<file path="config.mk">
export PLATFORM = sky130hd
export DESIGN_NAME = prog_loader
export DESIGN_NICKNAME = d
export VERILOG_FILES = /design/src/rtl/prog_loader_pkg.sv /design/src/rtl/prog_loader_byte_packer.sv /design/src/rtl/prog_loader.sv
export SDC_FILE = /design/constraint.sdc
export NUM_CORES = 1
export LEC_CHECK = 0
export ABC_CLOCK_PERIOD_IN_PS = 4300
export BUFFER_PORTS_ARGS = -buffer_cell sky130_fd_sc_hd__buf_4
export CORE_MARGIN = 4
export CORE_UTILIZATION = 60
export DETAILED_ROUTE_END_ITERATION = 6
export PLACE_DENSITY = 0.9
export SETUP_SLACK_MARGIN = 0.3
export SYNTH_ARGS = -nofsm -noshare
export SYNTH_HDL_FRONTEND = slang
export SYNTH_SLANG_ARGS = --single-unit
</file>
<file path="constraint.sdc">
create_clock -name clk -period 4.3 [get_ports clk]
set_input_delay 0 -clock clk [delete_from_list [all_inputs] [get_ports clk]]
set_output_delay 0 -clock clk [all_outputs]
set_load 0.05 [all_outputs]
</file>
<file path="src/rtl/prog_loader_pkg.sv">
// Shared types and constants for the program loader: FSM states, word geometry
// and the byte order of the incoming stream.
package prog_loader_pkg;

  typedef enum logic [2:0] {
    S_IDLE,
    S_LOAD,
    S_RELEASE,
    S_RUN,
    S_DONE
  } state_t;

  localparam int WORD_W         = 32;
  localparam int BYTE_W         = 8;
  localparam int BYTES_PER_WORD = WORD_W / BYTE_W;
  localparam int BCNT_W         = $clog2(BYTES_PER_WORD);
  localparam bit MSB_FIRST      = 1'b1;

endpackage

</file>
<file path="src/rtl/prog_loader_byte_packer.sv">
// Packs an 8-bit stream into 32-bit words; word_valid pulses for one cycle
// after the last byte of each word is accepted.
module prog_loader_byte_packer
  import prog_loader_pkg::*;
(
  input  logic              clk,
  input  logic              rst,
  input  logic              clr,
  input  logic              byte_valid,
  input  logic [BYTE_W-1:0] byte_data,
  output logic [BCNT_W-1:0] byte_cnt,
  output logic [WORD_W-1:0] word,
  output logic              word_valid
);

  localparam int PART_W = WORD_W - BYTE_W;

  logic [BCNT_W-1:0] cnt_reg;
  logic [PART_W-1:0] part_reg;
  logic [PART_W-1:0] part_next;
  logic [WORD_W-1:0] full_word;
  logic [WORD_W-1:0] word_reg;
  logic              word_valid_reg;
  logic              last_byte;

  // Only the first three bytes are kept; the fourth goes straight into the word.
  generate
    if (MSB_FIRST) begin : g_msb
      assign part_next = {part_reg[PART_W-BYTE_W-1:0], byte_data};
      assign full_word = {part_reg, byte_data};
    end else begin : g_lsb
      assign part_next = {byte_data, part_reg[PART_W-1:BYTE_W]};
      assign full_word = {byte_data, part_reg};
    end
  endgenerate

  assign last_byte = (cnt_reg == BCNT_W'(BYTES_PER_WORD - 1));

  always_ff @(posedge clk) begin
    if (rst) begin
      cnt_reg        <= '0;
      part_reg       <= '0;
      word_reg       <= '0;
      word_valid_reg <= 1'b0;
    end else if (clr) begin
      cnt_reg        <= '0;
      part_reg       <= '0;
      word_valid_reg <= 1'b0;
    end else begin
      word_valid_reg <= 1'b0;
      if (byte_valid) begin
        part_reg <= part_next;
        if (last_byte) begin
          cnt_reg        <= '0;
          word_reg       <= full_word;
          word_valid_reg <= 1'b1;
        end else begin
          cnt_reg <= cnt_reg + 1'b1;
        end
      end
    end
  end

  assign byte_cnt   = cnt_reg;
  assign word       = word_reg;
  assign word_valid = word_valid_reg;

endmodule

</file>
<file path="src/rtl/prog_loader.sv">
// Program loader and run sequencer: streams bytes into instruction memory while
// holding the core in reset, then releases it for a bounded run.
module prog_loader
  import prog_loader_pkg::*;
#(
  parameter int IMEM_DEPTH = 64,
  parameter int ADDR_W     = 8,
  parameter int RST_HOLD   = 2,
  parameter int RUN_MAX    = 200
) (
  input  logic                             clk,
  input  logic                             rst,
  input  logic                             start,
  input  logic [$clog2(IMEM_DEPTH+1)-1:0]  len_words,
  input  logic                             in_valid,
  input  logic [7:0]                       in_data,
  output logic                             in_ready,
  input  logic                             halt,
  output logic                             imem_we,
  output logic [ADDR_W-1:0]                imem_addr,
  output logic [31:0]                      imem_wdata,
  output logic                             core_rst,
  output logic                             busy,
  output logic                             done,
  output logic                             timeout,
  output logic                             err,
  output logic [31:0]                      run_cycles
);

  localparam int LEN_W  = $clog2(IMEM_DEPTH + 1);
  localparam int HOLD_W = (RST_HOLD > 1) ? $clog2(RST_HOLD) : 1;

  state_t state_reg, state_next;

  logic [LEN_W-1:0]  len_reg;
  logic [LEN_W-1:0]  word_idx_reg;
  logic [HOLD_W-1:0] hold_cnt_reg;
  logic [31:0]       run_cycles_reg;
  logic [ADDR_W-1:0] imem_addr_reg;
  logic              in_ready_reg;
  logic              core_rst_reg;
  logic              busy_reg;
  logic              done_reg;
  logic              timeout_reg;
  logic              err_reg;

  logic              idle_or_done;
  logic              len_ok;
  logic              start_ok;
  logic              start_bad;
  logic              byte_fire;
  logic              word_done;
  logic              last_word;
  logic              hold_done;
  logic              run_timeout;
  logic [BCNT_W-1:0] byte_cnt;

  prog_loader_byte_packer u_byte_packer (
    .clk        (clk),
    .rst        (rst),
    .clr        (start_ok),
    .byte_valid (byte_fire),
    .byte_data  (in_data),
    .byte_cnt   (byte_cnt),
    .word       (imem_wdata),
    .word_valid (imem_we)
  );

  assign idle_or_done = (state_reg == S_IDLE) || (state_reg == S_DONE);
  assign len_ok       = (len_words != '0) && (len_words <= LEN_W'(IMEM_DEPTH));
  assign start_ok     = start && idle_or_done && len_ok;
  assign start_bad    = start && idle_or_done && !len_ok;
  assign byte_fire    = in_valid && in_ready_reg;
  assign word_done    = byte_fire && (byte_cnt == BCNT_W'(BYTES_PER_WORD - 1));
  assign last_word    = word_done && (word_idx_reg == len_reg - 1'b1);
  assign hold_done    = (hold_cnt_reg == HOLD_W'(RST_HOLD - 1));
  assign run_timeout  = (run_cycles_reg == 32'(RUN_MAX - 1));

  always_comb begin
    state_next = state_reg;
    case (state_reg)
      S_IDLE, S_DONE: if (start_ok)            state_next = S_LOAD;
      S_LOAD:         if (last_word)           state_next = S_RELEASE;
      S_RELEASE:      if (hold_done)           state_next = S_RUN;
      S_RUN:          if (halt || run_timeout) state_next = S_DONE;
      default:                                 state_next = S_IDLE;
    endcase
  end

  always_ff @(posedge clk) begin
    if (rst) begin
      state_reg      <= S_IDLE;
      len_reg        <= '0;
      word_idx_reg   <= '0;
      hold_cnt_reg   <= '0;
      run_cycles_reg <= '0;
      imem_addr_reg  <= '0;
      in_ready_reg   <= 1'b0;
      core_rst_reg   <= 1'b1;
      busy_reg       <= 1'b0;
      done_reg       <= 1'b0;
      timeout_reg    <= 1'b0;
      err_reg        <= 1'b0;
    end else begin
      state_reg    <= state_next;
      // Status outputs are registered copies of the next state.
      in_ready_reg <= (state_next == S_LOAD);
      busy_reg     <= (state_next == S_LOAD) || (state_next == S_RELEASE) ||
                      (state_next == S_RUN);
      core_rst_reg <= (state_next != S_RUN);
      done_reg     <= (state_next == S_DONE);
      err_reg      <= start_bad;

      if (start_ok) begin
        len_reg        <= len_words;
        word_idx_reg   <= '0;
        run_cycles_reg <= '0;
        timeout_reg    <= 1'b0;
      end

      if (word_done) begin
        imem_addr_reg <= ADDR_W'({word_idx_reg, 2'b00});
        word_idx_reg  <= word_idx_reg + 1'b1;
      end

      if (state_reg == S_RELEASE) hold_cnt_reg <= hold_cnt_reg + 1'b1;
      else                        hold_cnt_reg <= '0;

      // The counter freezes on the exiting cycle; halt takes priority over the budget.
      if (state_reg == S_RUN) begin
        if (halt)             timeout_reg    <= 1'b0;
        else if (run_timeout) timeout_reg    <= 1'b1;
        else                  run_cycles_reg <= run_cycles_reg + 1'b1;
      end
    end
  end

  assign in_ready   = in_ready_reg;
  assign imem_addr  = imem_addr_reg;
  assign core_rst   = core_rst_reg;
  assign busy       = busy_reg;
  assign done       = done_reg;
  assign timeout    = timeout_reg;
  assign err        = err_reg;
  assign run_cycles = run_cycles_reg;

endmodule

</file>
* Word level (Yosys, flattened, before mapping)
Index checks and enable logic that the tools add are counted.
** Storage, ports and cells
- Register bits :: 121
- Bits of input ports :: 20
- Output and inout port bits :: 79
- Logic and storage cells :: 74
** Operators by class
- Add/subtract/negate cells :: 5
- $lt $le $gt $ge :: 1
- Equality and inequality tests :: 12
- Multiplexer cells :: 17
- Bitwise logic cells :: 3
- Reductions and logical operators :: 20
** Operators by type and width (number)
- $mux W32 :: 4
- $add A32 B1 Y32 const B :: 1
- $eq A32 B8 Y1 const B :: 1
- $mux W7 :: 2
- $eq A3 B2 Y1 const B :: 4
- $mux W3 :: 4
- $pmux W3 S4 :: 1
- $add A7 B1 Y7 const B :: 1
- $eq A7 B7 Y1 :: 1
- $le A7 B7 Y1 const B :: 1
- $logic_and A1 B1 Y1 :: 7
- $reduce_bool A7 Y1 :: 1
- $sub A7 B1 Y7 const B :: 1
- $eq A3 B1 Y1 const B :: 2
- $eq A3 B3 Y1 const B :: 2
- $reduce_or A2 Y1 :: 3
- $mux W1 :: 5
- $logic_or A1 B1 Y1 :: 4
- $logic_not A3 Y1 :: 1
- $ne A3 B2 Y1 const B :: 1
- $not A1 Y1 :: 3
- $reduce_and A3 Y1 :: 1
- $reduce_or A3 Y1 :: 1
- $add A2 B1 Y2 const B :: 1
- other kinds (5) :: 5

* Depth between registers and ports, before layout
Gate-level depths: netlist of run 1.
- Depth after elaboration :: 9
- Mapped depth :: 8

* Cells and area by module
From an unflattened synthesis of run 1, not the netlist that was laid out.
** Unflattened totals
- Cells, all modules :: 610
- Area total of the unflattened synthesis :: 5542.8 um^2
** By module, submodules not included
- prog_loader :: instances 1, cells each 380, area an instance 3128.0 um^2
- prog_loader_byte_packer :: instances 1, cells each 230, area an instance 2414.8 um^2

* Least setup slack after synthesis of run 1
Ideal clock, no wire load.
- Path kind :: register to register
- Start :: register run_cycles_reg[7] (netlist: run_cycles[7])
- End :: register run_cycles_reg[10] (netlist: run_cycles[10])
- Library setup time :: 115 ps
- Data arrival time :: 2021 ps
- Required time :: 4185 ps
- Path slack :: 2165 ps
- Stages on the path, launching flop included :: 8
- Clock period less this slack :: 2135 ps
- Cells stage by stage :: dfxtp_1 buf_2 nor4b_2 nand4_1 o21ai_4 buf_6 nor3_1 o21a_1
** Between the ends
- Cells in the longest elaborated chain, start to end :: 4
- Elaborated cells between the ends (all ways) :: 5
- Those cells by class :: add/sub: 1; eq/ne: 1; mux: 3
** RTL lines
- from (decl) :: line prog_loader.sv:38 : logic [31:0] run_cycles_reg;
- from (signal assigned) :: line prog_loader.sv:133 : else run_cycles_reg <= run_cycles_reg + 1'b1;
- $add A32 B1 Y32 or $eq A32 B8 Y1 (tied branches) :: line prog_loader.sv:133, prog_loader.sv:77
- $mux W32 (*) :: line prog_loader.sv:132 : else if (run_timeout) timeout_reg <= 1'b1;
- $mux W32 (*) :: line prog_loader.sv:131 : if (halt) timeout_reg <= 1'b0;
- $mux W32 (*) :: line prog_loader.sv:130 : if (state_reg == S_RUN) begin
Mark *: on every way between the ends. The rest lies on a longest branch, timed or not.
A chain may end at the register's enable or synchronous reset.

* Worst setup path after layout of run 1
- Start :: register in_ready_reg (netlist: in_ready)
- End :: register u_byte_packer.word_reg[14] (netlist: u_byte_packer.word[14])
** Between the ends
- Cells in the longest elaborated chain, start to end :: 2
** RTL lines
- from (decl) :: line prog_loader.sv:40 : logic in_ready_reg;
- from (signal assigned) :: line prog_loader.sv:107 : in_ready_reg <= (state_next == S_LOAD);
- $logic_and A1 B1 Y1 :: line prog_loader.sv:73 : assign byte_fire = in_valid && in_ready_reg;
- $reduce_and A3 Y1 (no source line)
- to (signal assigned) :: line prog_loader_byte_packer.sv:55 : word_reg <= full_word;
- to (decl) :: line prog_loader_byte_packer.sv:22 : logic [WORD_W-1:0] word_reg;
Every way passes these cells.

==> results of run 1 <==
==> what timing repair did <==
| item | in CTS | in global routing |
|---|---|---|
| buffers inserted | 0 | 0 |
| endpoints found under the setup margin | 0 | 0 |
| endpoints found under the hold margin | 27 | 0 |
| hold buffers | 17 | 0 |
| resized for setup | 0 | 0 |
==> logic make-up (layout without fill, tap and decap cells) <==
kind of cell / Yosys count / after routing / share of synthesized area (%)
XOR/XNOR: 10 / 10 / 1.60
flip-flops: 121 / 121 / 44.3
adder cells (fa/ha/maj): 4 / 4 / 0.915
multiplexers: 3 / 3 / 0.549
AND/OR/NAND/NOR: 301 / 301 / 28.1
other: 1 / 2 / 0.0685
buffers and inverters: 54 / 160 / 4.89
AO/OA/AOI/OAI: 170 / 170 / 19.6
==> layout make-up <==
cell class              instances  area (um^2)
clock buffers                  19          432
clock inverters                13          144
fillers                       539         1930
inverters                      13         48.8
multi-input cells             490         2790
flip-flops and latches        121         2420
well taps                     108          135
repair buffers                115          906
==> per-layer routing <==
layer	vias up	part of all wire, %	GRT usage, %	wire length, um
li1	2556	-	-	-
met1	2634	40	36.6	6350
met2	322	49	50.8	7850
met3	62	8.0	7.11	1280
met4	0	3.1	13.3	496
met5	-	0	0	0
==> final timing paths <==
check | end | slack [ps] | depth (start not counted)
max reg2reg | u_byte_packer.word[14] | 1040 | 5
min reg2reg | hold_cnt_reg | 430 | 1
min | run_cycles[12] | 60 | 2
max | u_byte_packer.word[14] | 1040 | 5
==> synth_stat cells, types with 8 or more instances <==
library cell | instances | share of area (%)
a21oi_1 | 90 | 8.2
a311oi_1 | 8 | 1.3
a31oi_1 | 8 | 0.91
buf_2 | 10 | 0.91
clkbuf_1 | 19 | 1.3
dfxtp_1 | 121 | 44
inv_1 | 12 | 0.82
nand2_1 | 166 | 11
nand3_1 | 23 | 2.1
nand4_1 | 13 | 1.5
nor2_1 | 22 | 1.5
nor3_1 | 10 | 0.91
o21ai_0 | 15 | 1.4
o31ai_1 | 11 | 1.5
==> power by group <==
| part | total (uW) | internal, uW | switching [uW] | leakage (uW) |
|---|---|---|---|---|
| combinational | 134 | 47.8 | 86.6 | 0.00126 |
| clock | 1390 | 844 | 543 | 0.000271 |
| sequential | 1140 | 1130 | 8.76 | 0.000976 |
| total | 2660 | 2020 | 638 | 0.00251 |
==> stage by stage <==
step                instances  cell area, um^2  util, %
floorplan                 665             5480        -
global placement          830             6130     69.7
detailed placement        830             6130     69.7
CTS                       879             6880     78.1
global route              879             6880     78.1
finish                    879             6880     78.1
==> worst max-delay path, stage by stage (launching register included) <==
cell	delay, ps
dfxtp_1	390
and2_1	720
nand2_1	580
nor3_4	1070
nand2_1	190
a21oi_1	220
==> placed cells by master, fill, tap and decap left out, drive strengths merged, types with 3 or more instances in the layout <==
| cell | Yosys | final |
|---|---|---|
| nor4 | 10 | 10 |
| o211ai | 9 | 9 |
| buf | 22 | 98 |
| nand3 | 25 | 25 |
| mux2i | 3 | 3 |
| o21ai | 18 | 18 |
| xnor2 | 5 | 5 |
| o21a | 4 | 4 |
| clkinvlp | 0 | 4 |
| o31ai | 11 | 11 |
| nor2 | 24 | 24 |
| and2 | 6 | 6 |
| or3 | 7 | 7 |
| dfxtp | 121 | 121 |
| clkinv | 1 | 5 |
| nand2 | 168 | 168 |
| ha | 4 | 4 |
| dlygate4sd3 | 0 | 17 |
| a21oi | 92 | 92 |
| a311oi | 8 | 8 |
| nor3b | 3 | 3 |
| and4 | 5 | 5 |
| nand4 | 17 | 17 |
| inv | 12 | 15 |
| clkbuf | 19 | 19 |
| xor2 | 5 | 5 |
| or4 | 4 | 4 |
| a211oi | 3 | 3 |
| a31oi | 8 | 8 |
| and3 | 6 | 6 |
| nor3 | 13 | 13 |
==> results.toml, run 1 <==
[setup_path]
rr_startpoint = "in_ready"
path_class = "reg2reg"
critPathLaunchType = "flip-flop"
cp_max_fo = 32
crit_arrival_ps = 3690
cp-startpoint = "in_ready"
worst_setup_path_end_kind = "flip-flop"
worstPathRequired_ps = 4730

[clock_network]
clk-insertion-delay-late_ps = 520
root_buffer = "clkbuf_8"
numCtsBuffers = 17
tritoncts = "built"
clkTransAtPathRegs_ps = 60
htree_num_levels = 4
cts.path.max_buffers = 2
cts_sinks = 121

[timing]
max_freq_mhz = 306
finalCriticalPeriod_ps = 3260
rsz0062_at_grt = "no"
whs_ps = 55.0
max_slew_margin_pct = 13.6
tightest_slew_ps = 1290
finalSetupTns_ps = 0
finalHoldViolCount = 0
slew_violations = 0
clock_skew_ps = 8.20
layout_setup_ws_ps = 1040
fin_crit_sh_pct = 75.9
setup_viol = 0

[floorplan]
io_pins = 99
die_w_um = 103
core_um2 = 8810
num_rows = 34
fp.dieH_um = 103
start_util_pct = 62.1
die-area_um2 = 10700

[power_and_ir_drop]
total_power_uw = 2660
p_leak_uw = 0.00251
power_density_nw_per_um2 = 387
irDropWorstVdd_mv = 0.309

[synth]
synth_area_um2 = 5470
ys_types = 73
synth_edf_count = 0
yosysWarnings = 0
synth_area_per_cell_um2 = 8.24
synth_cells = 664
ys_ff_latch = 121
synth_ff_type = "dfxtp_1"
ys_seq_area_share_pct = 44.3
synth-async-reset-ratio_pct = 0

[route]
avgViaCountPerCell = 6.34
dr.pass1.iters = 5
wl_per_cell_um = 18.2
drt_iter0_markers = 519
routed_wl_um = 16000
ant_nets = 0
vias = 5574
drc = 0

[grt]
grt_overflow_total = 0
grt_pass1_wl_um = 25400
grt_max_degree = 77
grt_use_total_pct = 30.1
antenna_found_initial = 0
grt_pass1_vias = 5239

[job]
cap_violations = 0

[cells_and_area]
drive_gt1_share_pct = 20.8
diodes = 0
syn2layout_area_growth_pct = 25.7
nets = 782

[min_path]
hp-start = "rst"
hold_class = "in2reg"

[placed_design]
port_buffers = 96
place_congestion = 0.846
dp_hpwl_um = 9670
pre_cts_slack_ps = 1210

[outcome]
outcome = "finished, final reports clean"
(Power assumes the default switching activity.)
==> run 2: changes to the inputs <==
Settings changed: ABC_CLOCK_PERIOD_IN_PS 4300 to 3200, CORE_UTILIZATION 60 to 56, PLACE_DENSITY 0.9 to 0.85.
Clock period 4.3 ns to 3.2 ns, I/O delays scaled along.
==> run 2 against run 1 <==
Against the previous run: first-iteration DRC count grew 4.8%; largest cell class unchanged; count of clock-buffer cells in the layout down 1; power rose by 38%; sequential share of layout area fell by 1.2 points; routed wire length rose by 1.7%.
==> results.toml, run 2 (synthesis gave the netlist of run 1 again) <==
[setup_path]
crit_arrival_ps = 3170
cp_max_fo = 8
critPathLaunchType = "flip-flop"
path_class = "reg2reg"
worstPathRequired_ps = 3650
worst_setup_path_end_kind = "flip-flop"

[grt]
grt_pass1_wl_um = 26400
grt_overflow_total = 0
grt_use_total_pct = 28.4
antenna_found_initial = 0
grt.met1_usage_pct = 35.1
grt_util_met2_pct = 49.2
grt_max_degree = 60
top_usage_layer = "met2"
use_met3_pct = 5.96
grt_pass1_vias = 5396

[clock_network]
clk-insertion-delay-late_ps = 510
clkTransAtPathRegs_ps = 60
htree_num_levels = 4
cts_sinks = 121
cts.path.max_buffers = 2
numCtsBuffers = 17
tritoncts = "built"
root_buffer = "clkbuf_8"

[cells_and_area]
diodes = 0
layoutNonFillerInstCount = 918
layout_common_cells = "166 x nand2_1, 121 x dfxtp_1, 104 x buf_4"
syn2layout_area_growth_pct = 30.0
drive_gt1_share_pct = 21.3
nets = 801
design_area_um2 = 7120
final_common_cell = "nand2_1"

[timing]
rsz0062_at_grt = "no"
fin_crit_sh_pct = 85.0
whs_ps = 160
finalCriticalPeriod_ps = 2720
max_slew_margin_pct = 17.3
tightest_slew_ps = 1240
finalSetupTns_ps = 0
clock_skew_ps = 6.91
setup_viol = 0
max_freq_mhz = 368
slew_violations = 0
finalHoldViolCount = 0

[floorplan]
start_util_pct = 58.4
die-area_um2 = 11400
fp.dieH_um = 107
core_um2 = 9370
num_rows = 35
die_w_um = 107
io_pins = 99

[power_and_ir_drop]
irDropWorstVdd_mv = 0.367
power_density_nw_per_um2 = 514
p_leak_uw = 0.00261

[route]
avgViaCountPerCell = 6.09
ant_nets = 0
routed_wl_um = 16200
drc = 0
dr.pass1.iters = 6
wl_per_cell_um = 17.7
vias = 5592
drt_iter0_markers = 544

[placed_design]
placed_area_um2 = 6200
port_buffers = 96
dp_hpwl_um = 9960
dp_cells = 856
place_congestion = 0.887

[min_path]
hold_class = "in2reg"

[job]
cap_violations = 0

[outcome]
outcome = "finished, final reports clean"
-- run 2: cell count changes in the layout (fill, tap and decap cells not counted), sizes merged --
cell         previous run  this run
bufinv                  2         3
buf                    98       104
inv                    15        14
clkbuf                 19        18
clkinvlp                4         2
dlygate4sd3            17        30
clkinv                  5         7
-- run 2: timing repair --
| item | 4_1_cts | 5_1_grt |
|---|---|---|
| hold endpoints to repair | 37 | 0 |
| endpoints found under the setup margin | 0 | 6 |
| setup buffers | 0 | 1 |
| hold buffers | 30 | 0 |
| resized for setup | 0 | 3 |
-- run 2: final cells by class --
class	count	area, um^2
multi-input cells	490	2800
repair buffers	134	1080
fillers	660	2260
well taps	129	161
clock inverters	13	171
flip-flops and latches	121	2420
inverters	13	48.8
clock buffers	18	428
-- run 2: worst paths after layout --
path	startpoint	endpoint	slack (ps)	cells past startpoint
min reg2reg	hold_cnt_reg	hold_cnt_reg	430	1
min	in_valid	imem_addr[4]	160	6
max	state_reg[1]	len_reg[3]	480	6
max reg2reg	state_reg[1]	len_reg[3]	480	6
-- run 2: through the flow --
| stage | utilization, % | setup WS [ps] | power [uW] |
|---|---|---|---|
| final | 75.9 | 481 | 3660 |
| after global routing | 75.9 | 367 | 3750 |
| after CTS | 75.7 | 450 | 3650 |
| after detailed placement | 66.1 | 860 | 1720 |
| after global placement | 66.1 | 950 | 1710 |
| after floorplan | - | 1060 | 1670 |
-- run 2: critical path, stage by stage, from the launching register on --
cell	delay, ps
dfxtp_1	360
or3b_4	450
a211oi_4	400
o21ai_0	160
dlygate4sd3_1	590
a21oi_1	130
dlygate4sd3_1	570
-- run 2: per-layer routing --
metal / vias to the layer above / routed length [um]
met2: 292 / 8090
met3: 49 / 1470
met5: - / 0
met1: 2657 / 6310
li1: 2594 / -
met4: 0 / 367
-- run 2: power breakdown --
part           total [uW]  internal, uW  leakage [uW]  switching (uW)
logic                 200          78.0       0.00135             122
registers            1530          1520      0.000976            12.1
clock network        1930          1210      0.000288             717
